<file path="config.mk">
export PLATFORM = sky130hd
export DESIGN_NAME = flash_port_arbiter
export DESIGN_NICKNAME = d
export VERILOG_FILES = /design/src/rtl/flash_port_arbiter.sv
export SDC_FILE = /design/constraint.sdc
export NUM_CORES = 1
export LEC_CHECK = 0
export ABC_CLOCK_PERIOD_IN_PS = 3670
export BUFFER_PORTS_ARGS = -buffer_cell sky130_fd_sc_hd__buf_2
export CAP_MARGIN = 15
export CORE_MARGIN = 4
export CORE_UTILIZATION = 54
export CTS_BUF_LIST = sky130_fd_sc_hd__clkbuf_16
export DETAILED_ROUTE_END_ITERATION = 7
export HOLD_SLACK_MARGIN = 0.03
export PLACE_DENSITY_LB_ADDON = 0.08
export RECOVER_POWER = 25
export SLEW_MARGIN = 15
export SYNTH_ARGS = -nofsm -noshare
export SYNTH_HDL_FRONTEND = slang
export SYNTH_SLANG_ARGS = --single-unit
</file>
<file path="constraint.sdc">
create_clock -name wb_clk_i -period 3.67 [get_ports wb_clk_i]
set_input_delay 0.9175 -clock wb_clk_i [delete_from_list [all_inputs] [get_ports wb_clk_i]]
set_output_delay 0.9175 -clock wb_clk_i [all_outputs]
set_load 0.005 [all_outputs]
</file>
<file path="src/rtl/flash_port_arbiter.sv">
// flash_port_arbiter: shares one QSPI flash pad group between port A (core reader) and port B (host programmer).
// Compile-time option FLASH_ARB_TIMEOUT_EN adds a hold timeout that forces the owner off while the other port waits.
module flash_port_arbiter #(
    parameter int GAP_CYCLES     = 4,      // cycles of fcen high between owners, >= 1
    parameter int HOST_PRIO      = 0,      // 1: port B wins ties, 0: round-robin
    parameter int CNT_W          = 16,
    parameter int TIMEOUT_CYCLES = 65535   // >= 1, only used with FLASH_ARB_TIMEOUT_EN
) (
    input  logic       wb_clk_i,
    input  logic       wb_rst_i,

    input  logic       req_a,
    output logic       gnt_a,
    input  logic       cen_a,
    input  logic       sclk_a,
    input  logic [3:0] do_a,
    input  logic       doe_a,
    output logic [3:0] di_a,

    input  logic       req_b,
    output logic       gnt_b,
    input  logic       cen_b,
    input  logic       sclk_b,
    input  logic [3:0] do_b,
    input  logic       doe_b,
    output logic [3:0] di_b,

    input  logic [3:0] fdi,
    output logic       fcen,
    output logic       fsclk,
    output logic [3:0] fdo,
    output logic       fdoe,

    output logic       busy,
    output logic       owner,
    output logic       timeout_o,
    output logic [1:0] state_dbg
);

    // Handshake (req_x / gnt_x, level based): a port raises req_x and holds it for as
    // long as it needs the pads. gnt_x rises on the edge after req_x is sampled high in
    // IDLE, or on the edge ending a guard gap; it falls on the same edge that samples
    // req_x low. The port parks cen_x high before dropping req_x; the gap forces fcen
    // high regardless. Pad inputs of the port without the grant are ignored.

    typedef enum logic [1:0] {
        IDLE    = 2'd0,
        GRANT_A = 2'd1,
        GRANT_B = 2'd2,
        GAP     = 2'd3
    } state_t;

    localparam logic [CNT_W-1:0] CNT_ONE   = {{(CNT_W-1){1'b0}}, 1'b1};
    localparam logic [CNT_W-1:0] GAP_LOAD  = CNT_W'(GAP_CYCLES - 1);
    localparam logic [CNT_W-1:0] HOLD_LAST = CNT_W'(TIMEOUT_CYCLES - 1);
    localparam bit               PRIO_B    = (HOST_PRIO != 0);

    state_t           state;
    state_t           state_next;
    logic             last_b;
    logic             last_b_next;
    logic [CNT_W-1:0] gap_cnt;
    logic [CNT_W-1:0] gap_cnt_next;
    logic             enter_gap;
    logic             timeout_fire;
    logic             hold_expire;
    logic             arb_any;
    logic             arb_pick_b;

    assign di_a      = fdi;
    assign di_b      = fdi;
    assign busy      = (state != IDLE);
    assign state_dbg = state;

    // B wins if alone, if it has priority, or if A was served last.
    assign arb_any    = req_a | req_b;
    assign arb_pick_b = req_b & (~req_a | PRIO_B | ~last_b);

    always_comb begin
        state_next   = state;
        last_b_next  = last_b;
        gap_cnt_next = gap_cnt;
        enter_gap    = 1'b0;
        timeout_fire = 1'b0;
        case (state)
            IDLE: begin
                if (arb_any) begin
                    state_next = arb_pick_b ? GRANT_B : GRANT_A;
                end
            end
            GRANT_A: begin
                if (!req_a || hold_expire) begin
                    state_next   = GAP;
                    last_b_next  = 1'b0;
                    enter_gap    = 1'b1;
                    timeout_fire = req_a;  // still requesting: the release was forced
                end
            end
            GRANT_B: begin
                if (!req_b || hold_expire) begin
                    state_next   = GAP;
                    last_b_next  = 1'b1;
                    enter_gap    = 1'b1;
                    timeout_fire = req_b;
                end
            end
            GAP: begin
                if (gap_cnt == '0) begin
                    if (arb_any) begin
                        state_next = arb_pick_b ? GRANT_B : GRANT_A;
                    end else begin
                        state_next = IDLE;
                    end
                end else begin
                    gap_cnt_next = gap_cnt - CNT_ONE;
                end
            end
            default: begin
                state_next = IDLE;
            end
        endcase
        if (enter_gap) begin
            gap_cnt_next = GAP_LOAD;
        end
    end

    always_ff @(posedge wb_clk_i) begin
        if (wb_rst_i) begin
            state   <= IDLE;
            last_b  <= 1'b1;
            gap_cnt <= '0;
            gnt_a   <= 1'b0;
            gnt_b   <= 1'b0;
            owner   <= 1'b0;
        end else begin
            state   <= state_next;
            last_b  <= last_b_next;
            gap_cnt <= gap_cnt_next;
            gnt_a   <= (state_next == GRANT_A);
            gnt_b   <= (state_next == GRANT_B);
            if (state_next == GRANT_A) begin
                owner <= 1'b0;
            end else if (state_next == GRANT_B) begin
                owner <= 1'b1;
            end
        end
    end

    // Pads follow the owner combinationally; everywhere else the flash is parked deselected.
    always_comb begin
        fcen  = 1'b1;
        fsclk = 1'b0;
        fdo   = 4'h0;
        fdoe  = 1'b0;
        case (state)
            GRANT_A: begin
                fcen  = cen_a;
                fsclk = sclk_a;
                fdo   = do_a;
                fdoe  = doe_a;
            end
            GRANT_B: begin
                fcen  = cen_b;
                fsclk = sclk_b;
                fdo   = do_b;
                fdoe  = doe_b;
            end
            default: begin
                fcen  = 1'b1;
                fsclk = 1'b0;
                fdo   = 4'h0;
                fdoe  = 1'b0;
            end
        endcase
    end

`ifdef FLASH_ARB_TIMEOUT_EN
    logic [CNT_W-1:0] hold_cnt;
    logic             other_req;
    logic             timeout_q;

    assign other_req   = (state == GRANT_A) ? req_b :
                         (state == GRANT_B) ? req_a : 1'b0;
    assign hold_expire = other_req && (hold_cnt >= HOLD_LAST);
    assign timeout_o   = timeout_q;

    // Counts only cycles in which the other port is actually waiting; cleared between grants.
    always_ff @(posedge wb_clk_i) begin
        if (wb_rst_i) begin
            hold_cnt  <= '0;
            timeout_q <= 1'b0;
        end else begin
            timeout_q <= timeout_fire;
            if ((state != GRANT_A) && (state != GRANT_B)) begin
                hold_cnt <= '0;
            end else if (other_req && (hold_cnt != {CNT_W{1'b1}})) begin
                hold_cnt <= hold_cnt + CNT_ONE;
            end
        end
    end
`else
    logic unused_timeout;

    assign hold_expire    = 1'b0;
    assign timeout_o      = 1'b0;
    assign unused_timeout = ^{HOLD_LAST, timeout_fire};
`endif

endmodule

</file>
==> results.ini <==
[worst_setup_path]
path_max_fanout = 11
end_kind = flip-flop
cp-start-kind = flip-flop
worstPathRequired_ps = 3790
cp.arrival_ps = 2730
worstSetupPathType = flip-flop to flip-flop
r2r_end = owner
worst_r2r_path_depth = 5
reg2reg_from = gap_cnt[7]
ff2ff_setup_slack_ps = 1060

[job]
cap_violations = 0

[floorplanning]
std_cell_rows = 18
die_x_microns = 58.9
core_sq_um = 2480
io_pins = 44
die_area_sq_um = 3460
initial_utilization_pct = 56.4
die_y_microns = 58.9

[pwr]
p_seq_share_pct = 27.2
p_comb_share_pct = 55.5
power_leakage_uw = 0.000657
power_density_nw_per_um2 = 845
power.internal_uw = 756
switchingPower_uw = 554
clkPwrFrac_pct = 17.3
peakVddDrop_uv = 645
switching_share_pct = 42.3

[clocking]
clock_sinks = 22
clk_latency_ps = 250
ctsHoldBuffers = 0
clk_pin_slew_ps = 60
cts_made_buffers = 3
cts_tree = done
htree_num_levels = 1
cts_buffer_depth = 2
cts-resized-gates = 0
clockRootBuffer = clkbuf_16
cts_setup_buffers = 0

[logic_synthesis]
synth_flop_cell = dfxtp_1
yosys-top-cells-area = dfxtp_1 (32%), ha_1 (6.3%), buf_4 (4.8%), a22oi_1 (4.3%), or4_1 (3.8%)
synth_edf_count = 0
synth_top_area_share_pct = 31.5
yosysMostFrequentCell = dfxtp_1
ys_types = 44
syn_area_per_cell_sq_um = 8.17
synth_area_sq_um = 1400
synth_nets = 200
synthTopCellsByCount = dfxtp_1 (22), nand2_1 (12), nor2_1 (12)
async_flop_share_pct = 0
yosysTopAreaCell = dfxtp_1
ys_warn_count = 0
ys_seq_area_share_pct = 31.5
synth_seq_cells = 22
synthCells = 171

[cells_and_area]
n_antenna_cell = 0
layout-drive-gt1-share_pct = 18.7
design_area_sq_um = 1550
syn_to_final_growth_pct = 10.9
fin_nets = 217
stdcell_count = 217

[global_routing]
grt-ovfl-total = 0
track_usage_pct = 18.1
grt_antenna_before_repair = 0
grt_max_degree = 15
grt_pass1_vias = 1173
grt_pass1_wl_microns = 5020

[place]
place_area_sq_um = 1470
portBuffers = 30
dp_slack_ps = 1110
place_congestion = 0.844
dpl.hpwl_microns = 2230
dp.cells = 213

[hold_path]
hp-start = owner
hp-class = flip-flop to flip-flop
whs_path_depth = 2
worstHoldEndpoint = owner

[detailed_routing]
routed_wl_microns = 2990
wire_per_inst_microns = 13.8
drt-initial-drc-count = 64
drc = 0
first_pass_iters = 4
num_vias = 1267
vias_per_cell = 5.84
ant_nets = 0

[sta]
fin_setup_tns_ps = 0
rsz0062_at_grt = no
fin_crit_ps = 2610
finalHoldViolCount = 0
setup_viol_count_final = 0
post-route-period-util_pct = 71.0
fmaxAchievable_ghz = 0.384
skew_ps = 5.34
holdWs_ps = 476
worst_slack_ps = 1060
maxSlewViolCount = 0

[outcome]
outcome = completed

-- metrics by stage --
stage               total power [uW]  utilization (%)
global placement                1050             59.4
global route                    1420             62.5
finish                          1310             62.5
CTS                             1310             62.6
detailed placement              1080             59.4
floorplan                        933                -
-- sequential cells by signal, indices dropped and copies added, names as in the netlist --
signal     cells
gnt_a          1
last_b         1
gap_cnt       16
owner          1
state_dbg      2
gnt_b          1
-- logic make-up (layout without fill, tap and decap cells) --
| group | Yosys count | in the layout | share of synthesized area [%] |
|---|---|---|---|
| compound gates | 40 | 40 | 19.2 |
| xor+xnor | 5 | 5 | 3.14 |
| fa+ha+maj | 7 | 7 | 6.27 |
| buf+inv | 28 | 44 | 10.7 |
| flops | 22 | 22 | 31.5 |
| mux | 1 | 1 | 0.717 |
| other cells | 1 | 1 | 0.269 |
| simple gates | 67 | 67 | 28.2 |
-- power by group through the flow --
stage	Combinational [uW]	Clock [uW]	Sequential [uW]
floorplan	582	0	352
global placement	698	0	355
detailed placement	718	0	361
CTS	725	228	356
global route	813	237	369
finish	727	226	357
-- routing by layer --
layer / GRT usage [%] / vias to the layer above / part of all wire (%)
met2: 33.4 / 29 / 52
met4: 3.56 / 0 / 0.77
met3: 3.95 / 8 / 5.0
met5: 0 / - / 0
li1: - / 636 / -
met1: 21.4 / 594 / 42
-- how the worst max path moves through the flow --
| stage | endpoint | from |
|---|---|---|
| global placement | owner | gap_cnt[7] |
| finish | owner | gap_cnt[7] |
| global route | owner | gap_cnt[7] |
| CTS | owner | gap_cnt[7] |
| detailed placement | owner | gap_cnt[7] |
| floorplan | owner | gap_cnt[7] |
-- placed cells by master (no fill, tap or decap), types with 4 or more instances in the layout --
cell type  Yosys  final
nand2_1       12     12
inv_1         10     10
a22oi_1        8      8
or4_1          7      7
or3_1          5      5
nor2_1        12     12
dfxtp_1       22     22
ha_1           7      7
a21oi_1       10     10
nand4_1        4      4
xor2_1         4      4
buf_2          1     28
nor2b_1        7      7
-- area by class of cell --
| type | count | area, sq um |
|---|---|---|
| fill | 216 | 928 |
| clock buffer | 3 | 75.1 |
| sequential | 22 | 440 |
| inverter | 10 | 37.5 |
| multi-input combinational | 121 | 807 |
| clock inverter | 1 | 3.75 |
| timing repair buffer | 30 | 148 |
| tap | 30 | 37.5 |
-- critical path, stage by stage, from the launching register on --
cell	delay [ps]
dfxtp_1	330
or4_4	590
nand4bb_1	500
or4_1	670
a211oi_1	280
o32ai_1	100
Note: power is estimated with default switching activity, not from simulation.
